## src/rtl/addshare_pkg.sv

```systemverilog
// Shared types and helpers for the adder-sharing arbiter.
package addshare_pkg;

  localparam int unsigned ADD_W     = 12;
  localparam int unsigned ADD_IN_W  = 2 * ADD_W;
  localparam int unsigned ADD_OUT_W = ADD_W + 1;
  localparam int unsigned MAX_ID_W  = 3;

  typedef struct packed {
    logic [ADD_W-1:0]    sum;
    logic                cout;
    logic [MAX_ID_W-1:0] id;
  } rsp_t;

  typedef enum logic {
    EMPTY = 1'b0,
    FULL  = 1'b1
  } slot_state_e;

  // Bit-interleave operands into the adder's input layout: {.., b1, a1, b0, a0}.
  function automatic logic [ADD_IN_W-1:0] interleave(input logic [ADD_W-1:0] a,
                                                     input logic [ADD_W-1:0] b);
    logic [ADD_IN_W-1:0] r;
    r = '0;
    for (int unsigned i = 0; i < ADD_W; i++) begin
      r[2*i]   = a[i];
      r[2*i+1] = b[i];
    end
    return r;
  endfunction

endpackage

```

## src/rtl/rr_arbiter.sv

```systemverilog
// Combinational round-robin arbiter: first requester at or after ptr wins, modulo NUM_REQ.
module rr_arbiter #(
  parameter int unsigned NUM_REQ = 4,
  parameter int unsigned IDX_W   = $clog2(NUM_REQ)
) (
  input  logic [NUM_REQ-1:0] req,
  input  logic [IDX_W-1:0]   ptr,
  input  logic               en,
  output logic [NUM_REQ-1:0] gnt,
  output logic [IDX_W-1:0]   gnt_idx
);

  logic        found;
  int unsigned idx;

  always_comb begin
    gnt     = '0;
    gnt_idx = '0;
    found   = 1'b0;
    idx     = 0;
    for (int unsigned i = 0; i < NUM_REQ; i++) begin
      idx = (32'(ptr) + i) % NUM_REQ;
      if (en && !found && req[idx]) begin
        gnt[idx] = 1'b1;
        gnt_idx  = IDX_W'(idx);
        found    = 1'b1;
      end
    end
  end

endmodule

```

## src/rtl/adder_share_arbiter.sv

```systemverilog
// Round-robin sharing of one external 12-bit adder with a one-entry response slot.
// Optional per-requester accept counters when ADDSHARE_PERF_EN is defined.
module adder_share_arbiter
  import addshare_pkg::*;
#(
  parameter int unsigned NUM_REQ = 4,
  parameter int unsigned ID_W    = $clog2(NUM_REQ)
) (
  input  logic                     clk,
  input  logic                     rst_n,
`ifdef ADDSHARE_PERF_EN
  input  logic                     perf_clr,
  output logic [NUM_REQ*16-1:0]    perf_grant_cnt,
`endif
  input  logic [NUM_REQ-1:0]       req_valid,
  output logic [NUM_REQ-1:0]       req_ready,
  input  logic [NUM_REQ*ADD_W-1:0] req_a,
  input  logic [NUM_REQ*ADD_W-1:0] req_b,
  output logic [ADD_IN_W-1:0]      add_in,
  input  logic [ADD_OUT_W-1:0]     add_out,
  output logic                     rsp_valid,
  input  logic                     rsp_ready,
  output logic [ADD_W-1:0]         rsp_sum,
  output logic                     rsp_cout,
  output logic [ID_W-1:0]          rsp_id
);

  slot_state_e          state_q, state_d;
  rsp_t                 rsp_q, rsp_d;
  logic [ID_W-1:0]      rr_ptr_q, rr_ptr_d;
  logic                 can_issue;
  logic                 accept;
  logic [NUM_REQ-1:0]   gnt;
  logic [ID_W-1:0]      gnt_idx;
  logic [ADD_W-1:0]     sel_a, sel_b;
  logic                 unused_id;

  assign can_issue = (state_q == EMPTY) | rsp_ready;

  rr_arbiter #(
    .NUM_REQ (NUM_REQ),
    .IDX_W   (ID_W)
  ) u_arb (
    .req     (req_valid),
    .ptr     (rr_ptr_q),
    .en      (can_issue),
    .gnt     (gnt),
    .gnt_idx (gnt_idx)
  );

  assign req_ready = gnt;
  assign accept    = |gnt;

  // One-hot operand mux; zero when nothing is granted.
  always_comb begin
    sel_a = '0;
    sel_b = '0;
    for (int unsigned k = 0; k < NUM_REQ; k++) begin
      if (gnt[k]) begin
        sel_a = req_a[k*ADD_W +: ADD_W];
        sel_b = req_b[k*ADD_W +: ADD_W];
      end
    end
  end

  assign add_in = interleave(sel_a, sel_b);

  always_comb begin
    state_d  = state_q;
    rsp_d    = rsp_q;
    rr_ptr_d = rr_ptr_q;
    if (accept) begin
      state_d    = FULL;
      rsp_d.sum  = add_out[ADD_W-1:0];
      rsp_d.cout = add_out[ADD_W];
      rsp_d.id   = MAX_ID_W'(gnt_idx);
      rr_ptr_d   = (gnt_idx == ID_W'(NUM_REQ - 1)) ? '0 : gnt_idx + ID_W'(1);
    end else if ((state_q == FULL) && rsp_ready) begin
      state_d = EMPTY;
    end
  end

  always_ff @(posedge clk or negedge rst_n) begin
    if (!rst_n) begin
      state_q  <= EMPTY;
      rsp_q    <= '0;
      rr_ptr_q <= '0;
    end else begin
      state_q  <= state_d;
      rsp_q    <= rsp_d;
      rr_ptr_q <= rr_ptr_d;
    end
  end

  assign rsp_valid = (state_q == FULL);
  assign rsp_sum   = rsp_q.sum;
  assign rsp_cout  = rsp_q.cout;
  assign rsp_id    = rsp_q.id[ID_W-1:0];
  assign unused_id = ^rsp_q.id;

`ifdef ADDSHARE_PERF_EN
  // Saturating accept counters; clear wins over increment.
  always_ff @(posedge clk or negedge rst_n) begin
    if (!rst_n) begin
      perf_grant_cnt <= '0;
    end else begin
      for (int unsigned k = 0; k < NUM_REQ; k++) begin
        if (perf_clr) begin
          perf_grant_cnt[k*16 +: 16] <= 16'h0000;
        end else if (gnt[k] && (perf_grant_cnt[k*16 +: 16] != 16'hFFFF)) begin
          perf_grant_cnt[k*16 +: 16] <= perf_grant_cnt[k*16 +: 16] + 16'd1;
        end
      end
    end
  end
`endif

endmodule
```

## config.mk

```make
export PLATFORM = sky130hd
export DESIGN_NAME = adder_share_arbiter
export DESIGN_NICKNAME = d
export VERILOG_FILES = /design/src/rtl/addshare_pkg.sv /design/src/rtl/rr_arbiter.sv /design/src/rtl/adder_share_arbiter.sv
export SDC_FILE = /design/constraint.sdc
export NUM_CORES = 1
export LEC_CHECK = 0
export ABC_AREA = 0
export ABC_CLOCK_PERIOD_IN_PS = 7700
export CORE_MARGIN = 2
export CORE_UTILIZATION = 36
export DETAILED_ROUTE_END_ITERATION = 16
export GPL_TIMING_DRIVEN = 0
export PLACE_DENSITY_LB_ADDON = 0.3
export SYNTH_ARGS = -nofsm -noshare
export SYNTH_HDL_FRONTEND = slang
export SYNTH_SLANG_ARGS = --single-unit
```

## constraint.sdc

```tcl
create_clock -name clk -period 7.7 [get_ports clk]
set_input_delay 1.54 -clock clk [delete_from_list [all_inputs] [get_ports clk]]
set_output_delay 1.54 -clock clk [all_outputs]
set_load 0.02 [all_outputs]
```

# After elaboration in Yosys (flattened, before gate mapping)
# Cells that the tools add are included.
[totals] regBits=18 input_bits=116 out_inout_bits=44
[classes] bitwise_logic=5 mux=38 magnitude_cmp=8 n_addsub=4 n_reduce_logical=17 eq_ne=1
[op_table] operator="12-bit two-way mux" count=8
[op_table] operator="4-bit two-way mux" count=4
[op_table] operator="1-bit two-way mux" count=13
[op_table] operator="1-bit logical AND" count=12
[op_table] operator="2-bit by 3-bit less-than comparator with 1-bit output (second input constant)" count=4
[op_table] operator="4-bit bitwise OR" count=3
[op_table] operator="2-bit two-way mux" count=5
[op_table] operator="1-bit binary-select mux with 2-bit select" count=4
[op_table] operator="1-bit demux with 2-bit select" count=4
[op_table] operator="2-bit by 1-bit >= comparator with 1-bit output (second input constant)" count=4
[op_table] operator="2-bit by 1-bit adder with 2-bit output (second input constant)" count=2
[op_table] operator="2-bit adder (second input constant)" count=2
[op_table] operator="4-bit OR reduction" count=1
[op_table] operator="1-bit zero test" count=3
[op_table] operator="2-bit == test (second input constant)" count=1
[op_table] operator="2-bit nonzero test" count=1
[op_table] operator="1-bit NOT" count=1
[op_table] operator="1-bit bitwise OR" count=1

# Logic depth before layout (Yosys ltp)
# Gate-level depths: netlist of run 1.
[logic_depth] depth_word=20 mapped_depth=14 ltp_nobuf=10

# By module
# Synthesis of run 1 repeated with hierarchy kept, for this count alone.
[hier_totals] cells_unflattened=204 area_unflattened_um2=1824.2
[modules_own_cells] module="adder_share_arbiter" n_inst=1 seq_area_each_um2=450.4 area_each_um2=1223.7 cells_per_inst=130
[modules_own_cells] module="rr_arbiter" n_inst=1 seq_area_each_um2=0.0 area_each_um2=600.6 cells_per_inst=74

# Least setup slack after synthesis of run 1
# Ideal clock, no wire load.
[synth_timing] path_kind="input-to-output" from="input req_valid[2]" to="output add_in[10]" path_buffers=3 stages=10 path_slack_ps=2066 required_ps=6160 t_arrival_ps=4094 path_cell_list="mux2_1 > or3_1 > buf_2 > a211oi_1 > a221o_1 > nor2b_1 > buf_2 > buf_4 > a221oi_1 > o31ai_1"
[synth_between] elab_chain_len=20
[synth_lines] item="from (decl)" line_no="adder_share_arbiter.sv:15" rtl="input logic [NUM_REQ-1:0] req_valid,"
[synth_lines] item="1-bit binary-select mux with 2-bit select" line_no="rr_arbiter.sv:23" rtl="if (en && !found && req[idx]) begin"
[synth_lines] item="1-bit two-way mux (implied by the code)" line_no="rr_arbiter.sv:23"
[synth_lines] item="1-bit logical AND" line_no="rr_arbiter.sv:23"
[synth_lines] item="1-bit two-way mux" line_no="rr_arbiter.sv:23"
[synth_lines] item="1-bit zero test" line_no="rr_arbiter.sv:23"
[synth_lines] item="1-bit logical AND (2 in a row)" line_no="rr_arbiter.sv:23"
[synth_lines] item="1-bit two-way mux" line_no="rr_arbiter.sv:23"
[synth_lines] item="1-bit zero test" line_no="rr_arbiter.sv:23"
[synth_lines] item="1-bit logical AND (2 in a row)" line_no="rr_arbiter.sv:23"
[synth_lines] item="1-bit two-way mux" line_no="rr_arbiter.sv:23"
[synth_lines] item="1-bit zero test" line_no="rr_arbiter.sv:23"
[synth_lines] item="1-bit logical AND (2 in a row)" line_no="rr_arbiter.sv:23"
[synth_lines] item="4-bit two-way mux (*)" line_no="rr_arbiter.sv:23"
[synth_lines] item="named net req_ready[0]" line_no="adder_share_arbiter.sv:16" rtl="output logic [NUM_REQ-1:0] req_ready,"
[synth_lines] item="12-bit two-way mux (*) (4 in a row)" line_no="adder_share_arbiter.sv:59" rtl="if (gnt[k]) begin"
[synth_lines] item="to (decl)" line_no="adder_share_arbiter.sv:19" rtl="output logic [ADD_IN_W-1:0] add_in,"
# Mark *: on every way through the listed nets, which the timed path passes. The rest lies on a longest branch. The select of a mux whose other input is x is not followed.

# Final worst setup path of run 1
[layout_timing] from="input req_valid[2]" to="output add_in[11]"
[layout_between] elab_chain_len=20
[layout_lines] item="1-bit binary-select mux with 2-bit select" line_no="rr_arbiter.sv:23"
[layout_lines] item="1-bit two-way mux (implied by the code)" line_no="rr_arbiter.sv:23"
[layout_lines] item="1-bit logical AND" line_no="rr_arbiter.sv:23"
[layout_lines] item="1-bit two-way mux" line_no="rr_arbiter.sv:23"
[layout_lines] item="1-bit zero test" line_no="rr_arbiter.sv:23"
[layout_lines] item="1-bit logical AND (2 in a row)" line_no="rr_arbiter.sv:23"
[layout_lines] item="1-bit two-way mux" line_no="rr_arbiter.sv:23"
[layout_lines] item="1-bit zero test" line_no="rr_arbiter.sv:23"
[layout_lines] item="1-bit logical AND (2 in a row)" line_no="rr_arbiter.sv:23"
[layout_lines] item="1-bit two-way mux" line_no="rr_arbiter.sv:23"
[layout_lines] item="1-bit zero test" line_no="rr_arbiter.sv:23"
[layout_lines] item="1-bit logical AND (2 in a row)" line_no="rr_arbiter.sv:23"
[layout_lines] item="4-bit two-way mux (*)" line_no="rr_arbiter.sv:23"
[layout_lines] item="12-bit two-way mux (3 in a row)" line_no="adder_share_arbiter.sv:59"
[layout_lines] item="12-bit two-way mux (*)" line_no="adder_share_arbiter.sv:59"
# Every way passes the cells marked *; elsewhere a longest branch is shown, timed or not. The select of a mux whose other input is x is not followed.

==> results of run 1 <==
## layout by cell type (no fill, tap or decap), drive strengths merged
master / instances
clkdlybuf4s50: 159
nand2: 32
nor2: 28
a221oi: 24
o31ai: 24
dfrtp: 18
mux2: 16
clkbuf: 14
buf: 12
ha: 8
inv: 7
a21oi: 6
mux4: 4
a211oi: 4
mux2i: 3
nand2b: 3
nor2b: 2
o211ai: 2
a21boi: 2
nand3b: 2
a221o: 2
a2111oi: 2
nor3: 2
or3: 1
nand3: 1
and3: 1
and2: 1
or4bb: 1
or4: 1
o22ai: 1
o311a: 1
xnor2: 1
a21o: 1
## power by group
group / internal [uW] / leakage (uW) / switching, uW / total [uW]
logic: 894 / 0.00121 / 901 / 1800
clock network: 45.5 / 0.0000288 / 30.9 / 76.4
registers: 150 / 0.000210 / 35.1 / 185
## worst paths after layout
check                                   from    endpoint  slack, ps  cells past startpoint
worst max register to register     flip-flop  rsp_sum[8]       3870                     12
min in group asynchronous              rst_n  rsp_sum[5]       1730                      1
worst min register to register     rsp_id[0]   rsp_id[0]        510                      1
worst max-delay path            req_valid[2]  add_in[11]        960                     11
worst min-delay path               rsp_id[0]   rsp_id[0]        510                      1
max in group asynchronous              rst_n  rsp_sum[6]       5490                      1
## stage by stage
stage	hold slack, ps	instance area, um^2	utilization
floorplan	636	1960	-
CTS	514	3690	0.713
finish	507	3690	0.713
global placement	491	3630	0.703
global route	535	3690	0.713
detailed placement	496	3630	0.703
## layout make-up
type                    count  area [um^2]
plain buffers              22          121
well taps                  70         87.6
fillers                   431         1480
repair buffers            159         1590
flip-flops and latches     18          450
inverters                   7         26.3
multi-input cells         176         1360
clock buffers               4         55.1
## sequential cells by signal (all words and copies together), names as in the netlist, named ones only
signal	flops
rsp_id	2
rsp_valid	1
rsp_sum	12
rr_ptr_q	1
rsp_cout	1
## routing by layer
layer	routed length, um	global-route usage	vias to the layer above
met5	0	0	-
met4	282	0.0964	0
met3	653	0.0523	21
met2	3780	0.439	125
met1	3020	0.288	1134
li1	-	-	1169
## worst max-delay path, delay by kind of cell
family                 cells  cell delay, ps
AO/OA/AOI/OAI              4            1020
buffers and inverters      5            1940
multiplexers               1             350
AND/OR/NAND/NOR            1             340
## cell usage after synthesis, types with 2 or more instances
library cell,n
nand2b_1,2
o31ai_1,24
a21boi_0,2
ha_1,8
nand2_1,32
mux2_4,15
buf_4,2
dfrtp_1,18
o211ai_1,2
clkbuf_1,10
buf_2,7
nand3b_1,2
nor2b_1,2
inv_1,6
a221oi_1,24
a21oi_1,6
nor2_1,28
buf_6,3
a211oi_1,4
mux2i_1,3
mux4_2,4
a221o_1,2
## kinds of logic (layout without fill, tap and decap cells)
kind of cell,after synthesis,in the layout,share of synthesized area
flip-flops,18,18,0.230
AND/OR/NAND/NOR,75,75,0.176
AO/OA/AOI/OAI,69,69,0.280
adder cells (fa/ha/maj),8,8,0.0512
XOR/XNOR,1,1,0.00448
multiplexers,23,23,0.182
buffers and inverters,29,192,0.0755
==> run_results.csv, run 1 <==
group,metric,value,unit
logic_synthesis,synthesis.nets,347,
floorplanning,die_area,0.00604,mm^2
timing,clock_skew,2.52,ps
logic_synthesis,synth_area,0.00196,mm^2
drt,num_vias,2449,
cts,cts_max_level,1,
drt,routedWlPerCell,17.0,um
logic_synthesis,avgSynthCellArea,8.77,um^2
global_routing,grt_pass1_vias,2455,
floorplanning,row_count,26,
placed_design,gp_congestion,0.939,
floorplanning,start_util,0.378,
timing,min_period,6740,ps
cts,cts_buffer_depth,2,
setup_path,endpoint_kind,"primary output",
logic_synthesis,synth_top_area_frac,0.230,
timing,setup_violations,0,
setup_path,cp_max_fo,10,
logic_synthesis,synthTopCellsByArea,"dfrtp_1, mux2_4, a221oi_1",
cts,cts-root-buf,"clkbuf_8",
setup_path,slowest_delay,650,ps
logic_synthesis,async_reset_ff_frac,1.00,
finish,finalNetCount,511,
logic_synthesis,ys_warn_count,0,
timing,worst_pin_slew,766,ps
global_routing,grt_max_degree,19,
cts,cts_tree,"built",
placed_design,hpwl,6.19,mm
timing,slew_headroom,0.488,
cts,numClockSinks,18,
placed_design,place_inst,452,
setup_path,critPathLaunchType,"input port",
global_routing,overflow,0,
finish,antenna_cells,0,
placed_design,pre_cts_ws,994,ps
logic_synthesis,ys_ff_latch,18,
logic_synthesis,synth_edf_count,0,
power_and_ir_drop,power,2060,uW
placed_design,portBuffers,159,
run,cap_violations,0,
drt,route.detailed.drc,0,
worst_hold_path,hold_class,"reg -> reg",
setup_path,setup.worst_path.class,"in -> out",
finish,fin_cells,456,
drt,finalWirelength,7.74,mm
cts,clk_pin_slew,60,ps
floorplanning,ios,160,
drt,drtPass1Iterations,4,
drt,drtIter0Drc,87,
timing,setup_tns,0,ps
timing,rsz0062_at_grt,"no",
power_and_ir_drop,p_per_area,558,mW/mm^2
floorplanning,coreArea,0.00517,mm^2
cts,cts_made_buffers,3,
cts,postCtsSetupBuffers,0,
floorplanning,die_x,77.7,um
finish,layout-drive-gt1-share,0.106,
setup_path,slowest_stage,"clkdlybuf4s50_1",
drt,routed_via_density,5.37,
drt,ant_nets,0,
setup_path,cp.required,6160,ps
timing,finalCritPeriodShare,0.876,
floorplanning,die_h,77.7,um
cts,holdBufCountCts,0,
setup_path,arrival,5200,ps
timing,fmax,0.148,GHz
timing,hold_viol,0,
logic_synthesis,synth_flop_cell,"dfrtp_1",
power_and_ir_drop,peakVddDrop,0.356,mV
global_routing,grt_pass1_wl,12.0,mm
timing,maxSlewViolCount,0,
logic_synthesis,netlist_instances,223,
global_routing,gr-usage-all-layers,0.247,
cts,cts_resized,0,
logic_synthesis,yosysTopAreaCell,"dfrtp_1",
finish,synthToLayoutAreaGrowth,88.7,%
logic_synthesis,ys_types,39,
run_status,status,"finished clean",
timing,setup_ws,956,ps
logic_synthesis,ys_seq_area_frac,0.230,
global_routing,antenna_found_initial,0,
power_and_ir_drop,p_leak,0.00145,uW
cts,clk_latency,260,ps
setup_path,path_cells,"clkdlybuf4s50_1 > mux2_1 > or3_1 > buf_2 > a211oi_1 > a221o_1 > buf_2 > clkbuf_1 > a221oi_1 > o31ai_1 > clkdlybuf4s50_1",
Note: power is estimated with default switching activity, not from simulation.
==> run 2: changes to the inputs <==
PLACE_DENSITY = 0.93   (was unset)
PLACE_DENSITY_LB_ADDON = unset   (was 0.3)
==> run_results.csv, run 2 (same netlist as run 1, synthesis figures left out) <==
group,metric,value,unit
run_status,status,"finished clean",
floorplanning,die_area,0.00604,mm^2
timing,setup_violations,0,
drt,drtIter0Drc,135,
global_routing,grt_pass1_vias,2365,
placed_design,gp_congestion,0.900,
placed_design,pre_cts_ws,881,ps
power_and_ir_drop,p_per_area,561,mW/mm^2
finish,layout_commonest_cell,"clkdlybuf4s50_1",
power_and_ir_drop,p_leak,0.00145,uW
finish,multiInputGateArea,0.00136,mm^2
power_and_ir_drop,p_int,1090,uW
setup_path,path_delay_family,"buffers and inverters",
floorplanning,ios,160,
drt,routedWlPerCell,17.3,um
setup_path,cp.required,6160,ps
finish,fill_cells,399,
setup_path,arrival,5350,ps
timing,fmax,0.145,GHz
cts,cts_resized,0,
run,cap_violations,0,
cts,numClockSinks,18,
timing,maxSlewViolCount,0,
worst_hold_path,hold_class,"reg -> reg",
setup_path,slowest_delay,660,ps
cts,clk_latency,250,ps
cts,cts-root-buf,"clkbuf_8",
timing,min_period,6890,ps
power_and_ir_drop,peakVddDrop,0.303,mV
global_routing,overflow,0,
floorplanning,die_x,77.7,um
power_and_ir_drop,pwr-share-seq,0.090,
drt,routed_via_density,5.52,
floorplanning,start_util,0.378,
drt,ant_nets,0,
finish,antenna_cells,0,
drt,num_vias,2515,
floorplanning,die_h,77.7,um
setup_path,reg2reg_setup_slack,3810,ps
cts,clk_pin_slew,70,ps
floorplanning,coreArea,0.00517,mm^2
setup_path,cp_max_fo,10,
timing,rsz0062_at_grt,"no",
floorplanning,row_count,26,
drt,finalWirelength,7.88,mm
placed_design,portBuffers,159,
worst_hold_path,holdPathStages,1,
setup_path,path_cells,"clkdlybuf4s50_1 > mux2_1 > or3_1 > buf_2 > a2111oi_0 > or4bb_1 > clkbuf_1 > buf_2 > clkbuf_1 > nand2_1 > o31ai_1 > clkdlybuf4s50_1",
timing,worst_pin_slew,772,ps
drt,route.detailed.drc,0,
placed_design,hpwl,6.35,mm
global_routing,gr-usage-all-layers,0.250,
global_routing,antenna_found_initial,0,
cts,cts_made_buffers,3,
setup_path,setup.worst_path.class,"in -> out",
worst_hold_path,hp-start,"rsp_sum[7]",
setup_path,critPathLaunchType,"input port",
finish,finalNetCount,511,
cts,holdBufCountCts,0,
setup_path,crit_buf_inv,6,
finish,synthToLayoutAreaGrowth,88.7,%
finish,final_core_util,0.713,
power_and_ir_drop,p_clk_frac,0.036,
timing,finalCritPeriodShare,0.895,
timing,hold_viol,0,
cts,cts_max_level,1,
setup_path,endpoint_kind,"primary output",
global_routing,grt_max_degree,19,
setup_path,reg2reg_to,"rsp_sum[0]",
timing,setup_tns,0,ps
finish,layout-drive-gt1-share,0.106,
power_and_ir_drop,swShare,0.473,
setup_path,slowest_stage,"clkdlybuf4s50_1",
drt,drtPass1Iterations,4,
setup_path,r2r_cells,12,
power_and_ir_drop,comb_power_share,0.873,
timing,whs,522,ps
timing,clock_skew,3.45,ps
power_and_ir_drop,netSwitchingPower,979,uW
finish,largest_reg_flops,12,
timing,setup_ws,805,ps
finish,final_cell_mix,"clkdlybuf4s50_1, nand2_1, nor2_1",
cts,cts_tree,"built",
worst_hold_path,hold_end,"rsp_sum[7]",
cts,cts_buffer_depth,2,
finish,seq_area,450,um^2
cts,postCtsSetupBuffers,0,
global_routing,grt_pass1_wl,12.3,mm
timing,slew_headroom,0.484,
run 2: cell counts in the layout (fill, tap and decap cells not counted):
No cell type changed its count.
run 2: routing by layer:
| metal | track usage | vias up | part of all wire |
|---|---|---|---|
| met5 | 0 | - | 0 |
| met4 | 0.0429 | 0 | 0.014 |
| met3 | 0.0477 | 15 | 0.072 |
| met2 | 0.460 | 144 | 0.52 |
| met1 | 0.304 | 1185 | 0.40 |
| li1 | - | 1171 | - |
run 2: power groups by stage:
stage	logic [uW]	registers, uW	clock network (uW)
finish	1810	186	75.3
global route	1930	193	83.0
CTS	1810	187	77.7
detailed placement	1810	186	0
global placement	1770	184	0
floorplan	1090	234	0
run 2: per-stage QoR:
stage	std cells	power [uW]	area [um^2]
after detailed placement	452	1990	3630
final	456	2070	3690
after floorplan	223	1320	1960
after global routing	456	2200	3690
after global placement	452	1960	3630
after CTS	456	2070	3690
run 2: worst max-delay path by stage:
stage,from,to,slack (ps),cells past startpoint
global placement,req_valid[2],add_in[11],960,11
CTS,req_valid[2],add_in[11],870,12
finish,req_valid[2],add_in[11],810,12
global route,req_valid[2],add_in[11],630,11
detailed placement,req_valid[2],add_in[11],880,12
floorplan,req_valid[2],add_in[10],2070,10
run 2: final cells by class:
| class | instances | share of cell area |
|---|---|---|
| Buffer | 22 | 0.0329 |
| Sequential cell | 18 | 0.122 |
| Timing Repair Buffer | 159 | 0.431 |
| Inverter | 7 | 0.00712 |
| Clock buffer | 4 | 0.0149 |
| Tap cell | 70 | 0.0237 |
| Multi-Input combinational cell | 176 | 0.368 |
